[config.mk]
export PLATFORM = sky130hd
export DESIGN_NAME = game_state_keeper
export DESIGN_NICKNAME = d
export VERILOG_FILES = /design/src/rtl/game_state_keeper.sv
export SDC_FILE = /design/constraint.sdc
export NUM_CORES = 1
export LEC_CHECK = 0
export CORE_UTILIZATION = 40
export CTS_CLUSTER_DIAMETER = 120
export DETAILED_ROUTE_END_ITERATION = 8
export PLACE_DENSITY = 0.6
export RECOVER_POWER = 50
export SYNTH_ARGS = -nofsm -noshare
export SYNTH_HDL_FRONTEND = slang
export SYNTH_SLANG_ARGS = --single-unit
[constraint.sdc]
create_clock -name clk -period 8 [get_ports clk]
set_input_delay 1.2 -clock clk [delete_from_list [all_inputs] [get_ports clk]]
set_output_delay 1.2 -clock clk [all_outputs]
set_load 0.05 [all_outputs]
[src/rtl/game_state_keeper.sv]
`default_nettype none
// ============================================================================
//  Module      : game_state_keeper
//  Description : Live Sokoban board state. It executes load, move/push and
//                retract commands and keeps a bounded circular undo history
//                and a step counter.
//  Revision    : 1.0 - initial release
// ============================================================================
module game_state_keeper #(
    parameter int HIST_DEPTH = 8,
    parameter int HIST_AW    = 3,
    parameter int STEP_W     = 10
) (
    input  logic                clk,
    input  logic                reset_n,
    input  logic                game_state_en,
    input  logic [1:0]          sel,
    input  logic [63:0]         level_way,
    input  logic [63:0]         level_box,
    input  logic [5:0]          level_player,
    input  logic [5:0]          cursor,
    output logic [133:0]        game_state,
    output logic                move_result,
    output logic [HIST_AW:0]    hist_count,
    output logic [STEP_W-1:0]   step_count
);

    localparam logic [1:0]       c_SEL_LOAD    = 2'b00;
    localparam logic [1:0]       c_SEL_MOVE    = 2'b01;
    localparam logic [1:0]       c_SEL_RETRACT = 2'b11;
    localparam int               c_ENTRY_W     = 70;
    localparam logic [HIST_AW:0] c_HIST_FULL   = (HIST_AW+1)'(HIST_DEPTH);
    localparam logic [STEP_W-1:0] c_STEP_MAX   = {STEP_W{1'b1}};

    // Registered board, counters and history
    logic [63:0]          way_q,    way_d;
    logic [63:0]          box_q,    box_d;
    logic [5:0]           player_q, player_d;
    logic [HIST_AW-1:0]   ptr_q,    ptr_d;
    logic [HIST_AW:0]     hist_q,   hist_d;
    logic [STEP_W-1:0]    step_q,   step_d;
    logic [c_ENTRY_W-1:0] mem_q [HIST_DEPTH];

    // Combinational helpers
    logic [3:0]           w_pr, w_pc, w_tr, w_tc;
    logic                 w_right, w_left, w_down, w_up, w_adj;
    logic                 w_beyond_ok;
    logic [5:0]           w_beyond;
    logic                 w_way_t, w_box_t, w_way_b, w_box_b;
    logic                 w_move_ok;
    logic [HIST_AW-1:0]   w_rd_ptr;
    logic [c_ENTRY_W-1:0] w_rd_entry;
    logic                 w_mem_we;

    // Row/column split, zero-extended so +1 never wraps back onto the board
    assign w_pr = {1'b0, player_q[5:3]};
    assign w_pc = {1'b0, player_q[2:0]};
    assign w_tr = {1'b0, cursor[5:3]};
    assign w_tc = {1'b0, cursor[2:0]};

    assign w_right = (w_tr == w_pr) && (w_tc == w_pc + 4'd1);
    assign w_left  = (w_tr == w_pr) && (w_pc == w_tc + 4'd1);
    assign w_down  = (w_tc == w_pc) && (w_tr == w_pr + 4'd1);
    assign w_up    = (w_tc == w_pc) && (w_pr == w_tr + 4'd1);
    assign w_adj   = w_right | w_left | w_down | w_up;

    // Beyond cell of a push: one more step in the same direction, on board
    always_comb begin
        w_beyond    = cursor;
        w_beyond_ok = 1'b0;
        if (w_right) begin
            w_beyond    = cursor + 6'd1;
            w_beyond_ok = (w_tc != 4'd7);
        end else if (w_left) begin
            w_beyond    = cursor - 6'd1;
            w_beyond_ok = (w_tc != 4'd0);
        end else if (w_down) begin
            w_beyond    = cursor + 6'd8;
            w_beyond_ok = (w_tr != 4'd7);
        end else if (w_up) begin
            w_beyond    = cursor - 6'd8;
            w_beyond_ok = (w_tr != 4'd0);
        end
    end

    assign w_way_t = way_q[cursor];
    assign w_box_t = box_q[cursor];
    assign w_way_b = way_q[w_beyond];
    assign w_box_b = box_q[w_beyond];

    assign w_move_ok = w_adj &&
                       ((w_way_t && !w_box_t) ||
                        (w_box_t && w_beyond_ok && w_way_b && !w_box_b));

    // Newest history entry sits just below the write pointer
    assign w_rd_ptr   = ptr_q - HIST_AW'(1);
    assign w_rd_entry = mem_q[w_rd_ptr];

    // Command decode and next-state computation
    always_comb begin
        way_d    = way_q;
        box_d    = box_q;
        player_d = player_q;
        ptr_d    = ptr_q;
        hist_d   = hist_q;
        step_d   = step_q;
        w_mem_we = 1'b0;
        if (game_state_en) begin
            case (sel)
                c_SEL_LOAD: begin
                    way_d    = level_way;
                    box_d    = level_box;
                    player_d = level_player;
                    ptr_d    = '0;
                    hist_d   = '0;
                    step_d   = '0;
                end
                c_SEL_MOVE: begin
                    if (w_move_ok) begin
                        w_mem_we = 1'b1;
                        player_d = cursor;
                        if (w_box_t) begin
                            box_d[cursor]   = 1'b0;
                            box_d[w_beyond] = 1'b1;
                        end
                        ptr_d = ptr_q + HIST_AW'(1);
                        if (hist_q != c_HIST_FULL)
                            hist_d = hist_q + 1'b1;
                        if (step_q != c_STEP_MAX)
                            step_d = step_q + 1'b1;
                    end
                end
                c_SEL_RETRACT: begin
                    if (hist_q != '0) begin
                        box_d    = w_rd_entry[69:6];
                        player_d = w_rd_entry[5:0];
                        ptr_d    = w_rd_ptr;
                        hist_d   = hist_q - 1'b1;
                        if (step_q != '0)
                            step_d = step_q - 1'b1;
                    end
                end
                default: ;
            endcase
        end
    end

    // Board and counter registers
    always_ff @(posedge clk or negedge reset_n) begin
        if (!reset_n) begin
            way_q    <= '0;
            box_q    <= '0;
            player_q <= '0;
            ptr_q    <= '0;
            hist_q   <= '0;
            step_q   <= '0;
        end else begin
            way_q    <= way_d;
            box_q    <= box_d;
            player_q <= player_d;
            ptr_q    <= ptr_d;
            hist_q   <= hist_d;
            step_q   <= step_d;
        end
    end

    // Undo history: pre-move {box, player} written at the write pointer
    always_ff @(posedge clk or negedge reset_n) begin
        if (!reset_n) begin
            for (int i = 0; i < HIST_DEPTH; i++)
                mem_q[i] <= '0;
        end else if (w_mem_we) begin
            mem_q[ptr_q] <= {box_q, player_q};
        end
    end

    assign game_state  = {way_q, box_q, player_q};
    assign move_result = w_move_ok;
    assign hist_count  = hist_q;
    assign step_count  = step_q;

endmodule
`default_nettype wire

==> tab_implementation.tex <==
\begin{tabular}{lr}
\hline
Metric & Value \\
\hline
\multicolumn{2}{l}{\textbf{Synth}} \\
Cells after synthesis & 2623 \\
Mapped Area & 38600 µm² \\
Post-synth ARST share & between 90\% and 100\% \\
Seq cells post-synth & approximately 700 \\
Post-Syn Area per Cell & around 15 µm² \\
Net count of the mapped netlist & between 2000 and 3000 \\
Count of warnings emitted by yosys & 0 \\
Post-synthesis cell type count & 98 \\
EDFF count, synth & 0 \\
Part of the Yosys area used for sequential elements & about 46\% \\
Main synth FF type & sky130\_fd\_sc\_hd\_\_dfrtp\_1 \\
\multicolumn{2}{l}{\textbf{STA}} \\
RSZ-0062 raised after global routing & false \\
Worst Skew & between 0.03 and 0.04 ns \\
Sum of negative setup slack & 0 ns \\
Final Hold Viols & 0 \\
Maximum clock rate & about 140 MHz \\
Final setup vio count & 0 \\
Slew headroom & -201\% \\
Count of final max-slew check failures & approximately 380 \\
Worst hold slack & roughly 0.50 ns \\
Pin slew with the least headroom to its limit & about 4.5 ns \\
Minimum period implied by the final worst setup slack & about 7.3 ns \\
Fraction of the cycle the final worst path needs & 90.9\% \\
\multicolumn{2}{l}{\textbf{Critical path}} \\
Critical Path Most Common Cell & sky130\_fd\_sc\_hd\_\_ha\_1 \\
Kind of capture point of the worst setup path & primary output \\
Cell chain of the critical path & clkdlybuf4s50\_1 -> ha\_1 -> ha\_1 -> xnor2\_1 -> nand2\_1 -> o21ai\_1 -> o211a\_2 -> nand2\_2 -> o22a\_1 -> nor3b\_1 -> a21oi\_1 -> nor4\_4 -> o21ai\_4 -> inv\_1 -> buf\_4 \\
CP Max Fanout & 25 \\
Arrival time of the worst setup path & about 6 ns \\
Worst Setup Path Type & input pin to primary output \\
Buf+Inv Stages, Crit Path & 3 \\
Worst path max stage delay & between 0.6 and 0.7 ns \\
Worst path top cell family by delay & compound AO/OA/AOI/OAI gates \\
Slowest CP cell & sky130\_fd\_sc\_hd\_\_o211a\_2 \\
Worst EP required & roughly 6.8 ns \\
Kind of launch point of the worst setup path & input pin \\
\multicolumn{2}{l}{\textbf{Die}} \\
Die height & 313 µm \\
Area of the core & 95300 µm² \\
Total Die Area & around 100000 µm² \\
Width of the chip & between 300 and 400 µm \\
I/O pin count & a little under 300 \\
Initial core utilization & approximately 40\% \\
Number of cell rows & about 110 \\
\multicolumn{2}{l}{\textbf{Place}} \\
Port bufs & $\sim$290 \\
Placed Area & 42400 µm² \\
Total half-perimeter wirelength after legalization and detailed placement & $\sim$80 mm \\
RD Place Congestion & around 1 \\
\multicolumn{2}{l}{\textbf{Routing}} \\
Length of the first detailed-routing pass in iterations & 5 \\
Remaining design rule violation count & 0 \\
Vias/cell & a little over 6 \\
Detailed Route WL & approximately 120 mm \\
DR iter-0 viols & between 2000 and 2500 \\
Routed length per instance & between 20 and 30 µm \\
Routed Antenna Nets & 0 \\
Vias & roughly 25000 \\
\multicolumn{2}{l}{\textbf{Final layout}} \\
Number of nets in the finished design & about 3000 \\
Commonest non-fill, non-tap cell in the layout & sky130\_fd\_sc\_hd\_\_dfrtp\_1 \\
Commonest non-fill, non-tap cells in the layout & 710 x sky130\_fd\_sc\_hd\_\_dfrtp\_1, 560 x sky130\_fd\_sc\_hd\_\_mux2\_4, 278 x sky130\_fd\_sc\_hd\_\_clkdlybuf4s50\_1 \\
Area of all sequential standard cells & $\sim$18000 µm² \\
Total of fill cells in the finished design & between 8000 and 9000 \\
Multi-input logic area & $\sim$19000 µm² \\
Area added between synthesis and finish & 16.9\% \\
Share of final-layout standard cells stronger than drive strength 1 & a little over a third \\
Finished layout cell area & roughly 45000 µm² \\
\multicolumn{2}{l}{\textbf{Clock network}} \\
Clock insertion delay at the later pin of the skew report & 0.66 ns \\
Clock tree from TritonCTS & built \\
Htree depth & 3 \\
Clock-pin slew of the registers on the worst-case setup and hold paths & around 0.05 ns \\
Buffers inserted by post-CTS timing repair & 0 \\
Maximum clock insertion buffer count & 3 \\
Number of instances resized during post-cts repair & 0 \\
Post-cts hold buffer count & 0 \\
CTS root buffer & sky130\_fd\_sc\_hd\_\_clkbuf\_16 \\
CTS sink count & 711 \\
Inserted Clock Buffers & 81 \\
\multicolumn{2}{l}{\textbf{Power}} \\
Peak supply drop & 0.463 mV \\
Power per cell area & 296 nW/µm² \\
Standby leakage power & 19.7 nW \\
\multicolumn{2}{l}{\textbf{GRT}} \\
Via count of the first global-routing pass & 26600 \\
GRT Resource Usage Total & 25.2\% \\
Maximum number of pins on one net before global-route repair & around 180 \\
Wire length of the first global-routing pass & $\sim$180 mm \\
Antenna violations before repair & 5 \\
GR Overflow Total & 0 \\
\multicolumn{2}{l}{\textbf{Status}} \\
Outcome & complete, but fails checks \\
Failing checks & capacitance limit, slew limit \\
\multicolumn{2}{l}{\textbf{Run}} \\
Max-capacitance violation count & 4 \\
\multicolumn{2}{l}{\textbf{Worst hold path}} \\
Worst Hold Class & flop to flop \\
\hline
\end{tabular}
==> state kept, by name, indices dropped and copies added, names as in the netlist <==
signal,flops
box_q,64
player_q,6
step_count,10
mem_q,560
ptr_q,3
hist_count,4
way_q,64
==> metrics by stage <==
step                      setup WS, ns  power [W]  cells  util, %
after floorplan                   1.76    0.00760   2623        -
after global placement           0.836    0.00945   3996     44.5
after detailed placement         0.818    0.00953   3996     44.5
after CTS                        0.793     0.0134   4141     47.4
after global routing             0.516     0.0138   4141     47.3
final                            0.725     0.0134   4142     47.3
==> final timing paths <==
check | slack, ns | depth (start not counted) | endpoint | start
worst max-delay path | 0.72 | 15 | move_result | cursor[1]
worst min-delay path | 0.50 | 1 | mem_q[9]$_DFFE_PN0P_ | mem_q[9]$_DFFE_PN0P_
worst max register to register | 2.06 | 15 | mem_q[236]$_DFFE_PN0P_ | player_q[1]$_DFFE_PN0P_
worst min register to register | 0.50 | 1 | mem_q[9]$_DFFE_PN0P_ | mem_q[9]$_DFFE_PN0P_
max in group asynchronous | 1.79 | 2 | mem_q[537]$_DFFE_PN0P_ | reset_n
min in group asynchronous | 2.18 | 1 | mem_q[166]$_DFFE_PN0P_ | reset_n
==> layout make-up <==
type                            instances  share of cell area, %
Antenna cell                            1                0.00555
Multi-Input combinational cell       1636                   42.8
Clock inverter                         29                  0.838
Sequential cell                       711                   39.4
Inverter                               33                  0.275
Timing Repair Buffer                  351                   7.83
Clock buffer                          116                   5.28
Tap cell                             1265                   3.51
==> routing by layer <==
metal | vias up | GRT usage, % | share of wire (%)
met2 | 1129 | 38.0 | 44
met3 | 273 | 5.72 | 8.0
met5 | - | 0 | 0.0065
met1 | 13400 | 35.5 | 44
li1 | 10400 | - | -
met4 | 2 | 9.55 | 4.0
==> where the power goes <==
part	internal (W)	switching, W
registers	0.00392	0.00113
clock network	0.00233	0.00154
logic	0.00166	0.00278
==> synth_stat cells (7+ instances only) <==
library cell	n	share of area, %
sky130_fd_sc_hd__a21o_1	12	0.23
sky130_fd_sc_hd__a21oi_1	35	0.45
sky130_fd_sc_hd__a221o_1	66	1.7
sky130_fd_sc_hd__a221oi_1	20	0.45
sky130_fd_sc_hd__a222oi_1	8	0.21
sky130_fd_sc_hd__a22o_1	77	1.7
sky130_fd_sc_hd__a22oi_1	20	0.39
sky130_fd_sc_hd__a31oi_1	18	0.29
sky130_fd_sc_hd__and2_1	7	0.11
sky130_fd_sc_hd__buf_1	14	0.14
sky130_fd_sc_hd__buf_2	18	0.23
sky130_fd_sc_hd__buf_6	62	1.8
sky130_fd_sc_hd__clkbuf_1	142	1.4
sky130_fd_sc_hd__dfrtp_1	711	46
sky130_fd_sc_hd__ha_1	26	0.84
sky130_fd_sc_hd__inv_1	30	0.29
sky130_fd_sc_hd__mux2_1	58	1.7
sky130_fd_sc_hd__mux2_2	79	2.3
sky130_fd_sc_hd__mux2_4	560	22
sky130_fd_sc_hd__mux2i_1	24	0.62
sky130_fd_sc_hd__mux4_2	150	8.8
sky130_fd_sc_hd__nand2_1	66	0.64
sky130_fd_sc_hd__nand2b_1	17	0.28
sky130_fd_sc_hd__nand3_1	25	0.32
sky130_fd_sc_hd__nand4_1	9	0.15
sky130_fd_sc_hd__nor2_1	29	0.28
sky130_fd_sc_hd__nor3_1	14	0.18
sky130_fd_sc_hd__nor4_4	10	0.55
sky130_fd_sc_hd__o21ai_0	147	1.9
sky130_fd_sc_hd__o21bai_1	7	0.14
sky130_fd_sc_hd__o31ai_1	8	0.16
sky130_fd_sc_hd__xnor2_1	21	0.48
sky130_fd_sc_hd__xor2_1	7	0.16
==> logic make-up (layout without fill, tap and decap cells) <==
| kind of cell | after synthesis | count (layout) | synth area share [%] |
|---|---|---|---|
| muxes | 871 | 871 | 35.2 |
| other | 0 | 1 | 0 |
| buffers and inverters | 276 | 529 | 4.01 |
| DFF | 711 | 711 | 46.1 |
| and+or+nand+nor | 219 | 219 | 3.39 |
| AOI/OAI and AO/OA | 486 | 486 | 9.55 |
| adders and majority gates | 28 | 28 | 0.947 |
| xor gates and xnor gates | 32 | 32 | 0.840 |
Note: power is estimated with default switching activity, not from simulation.
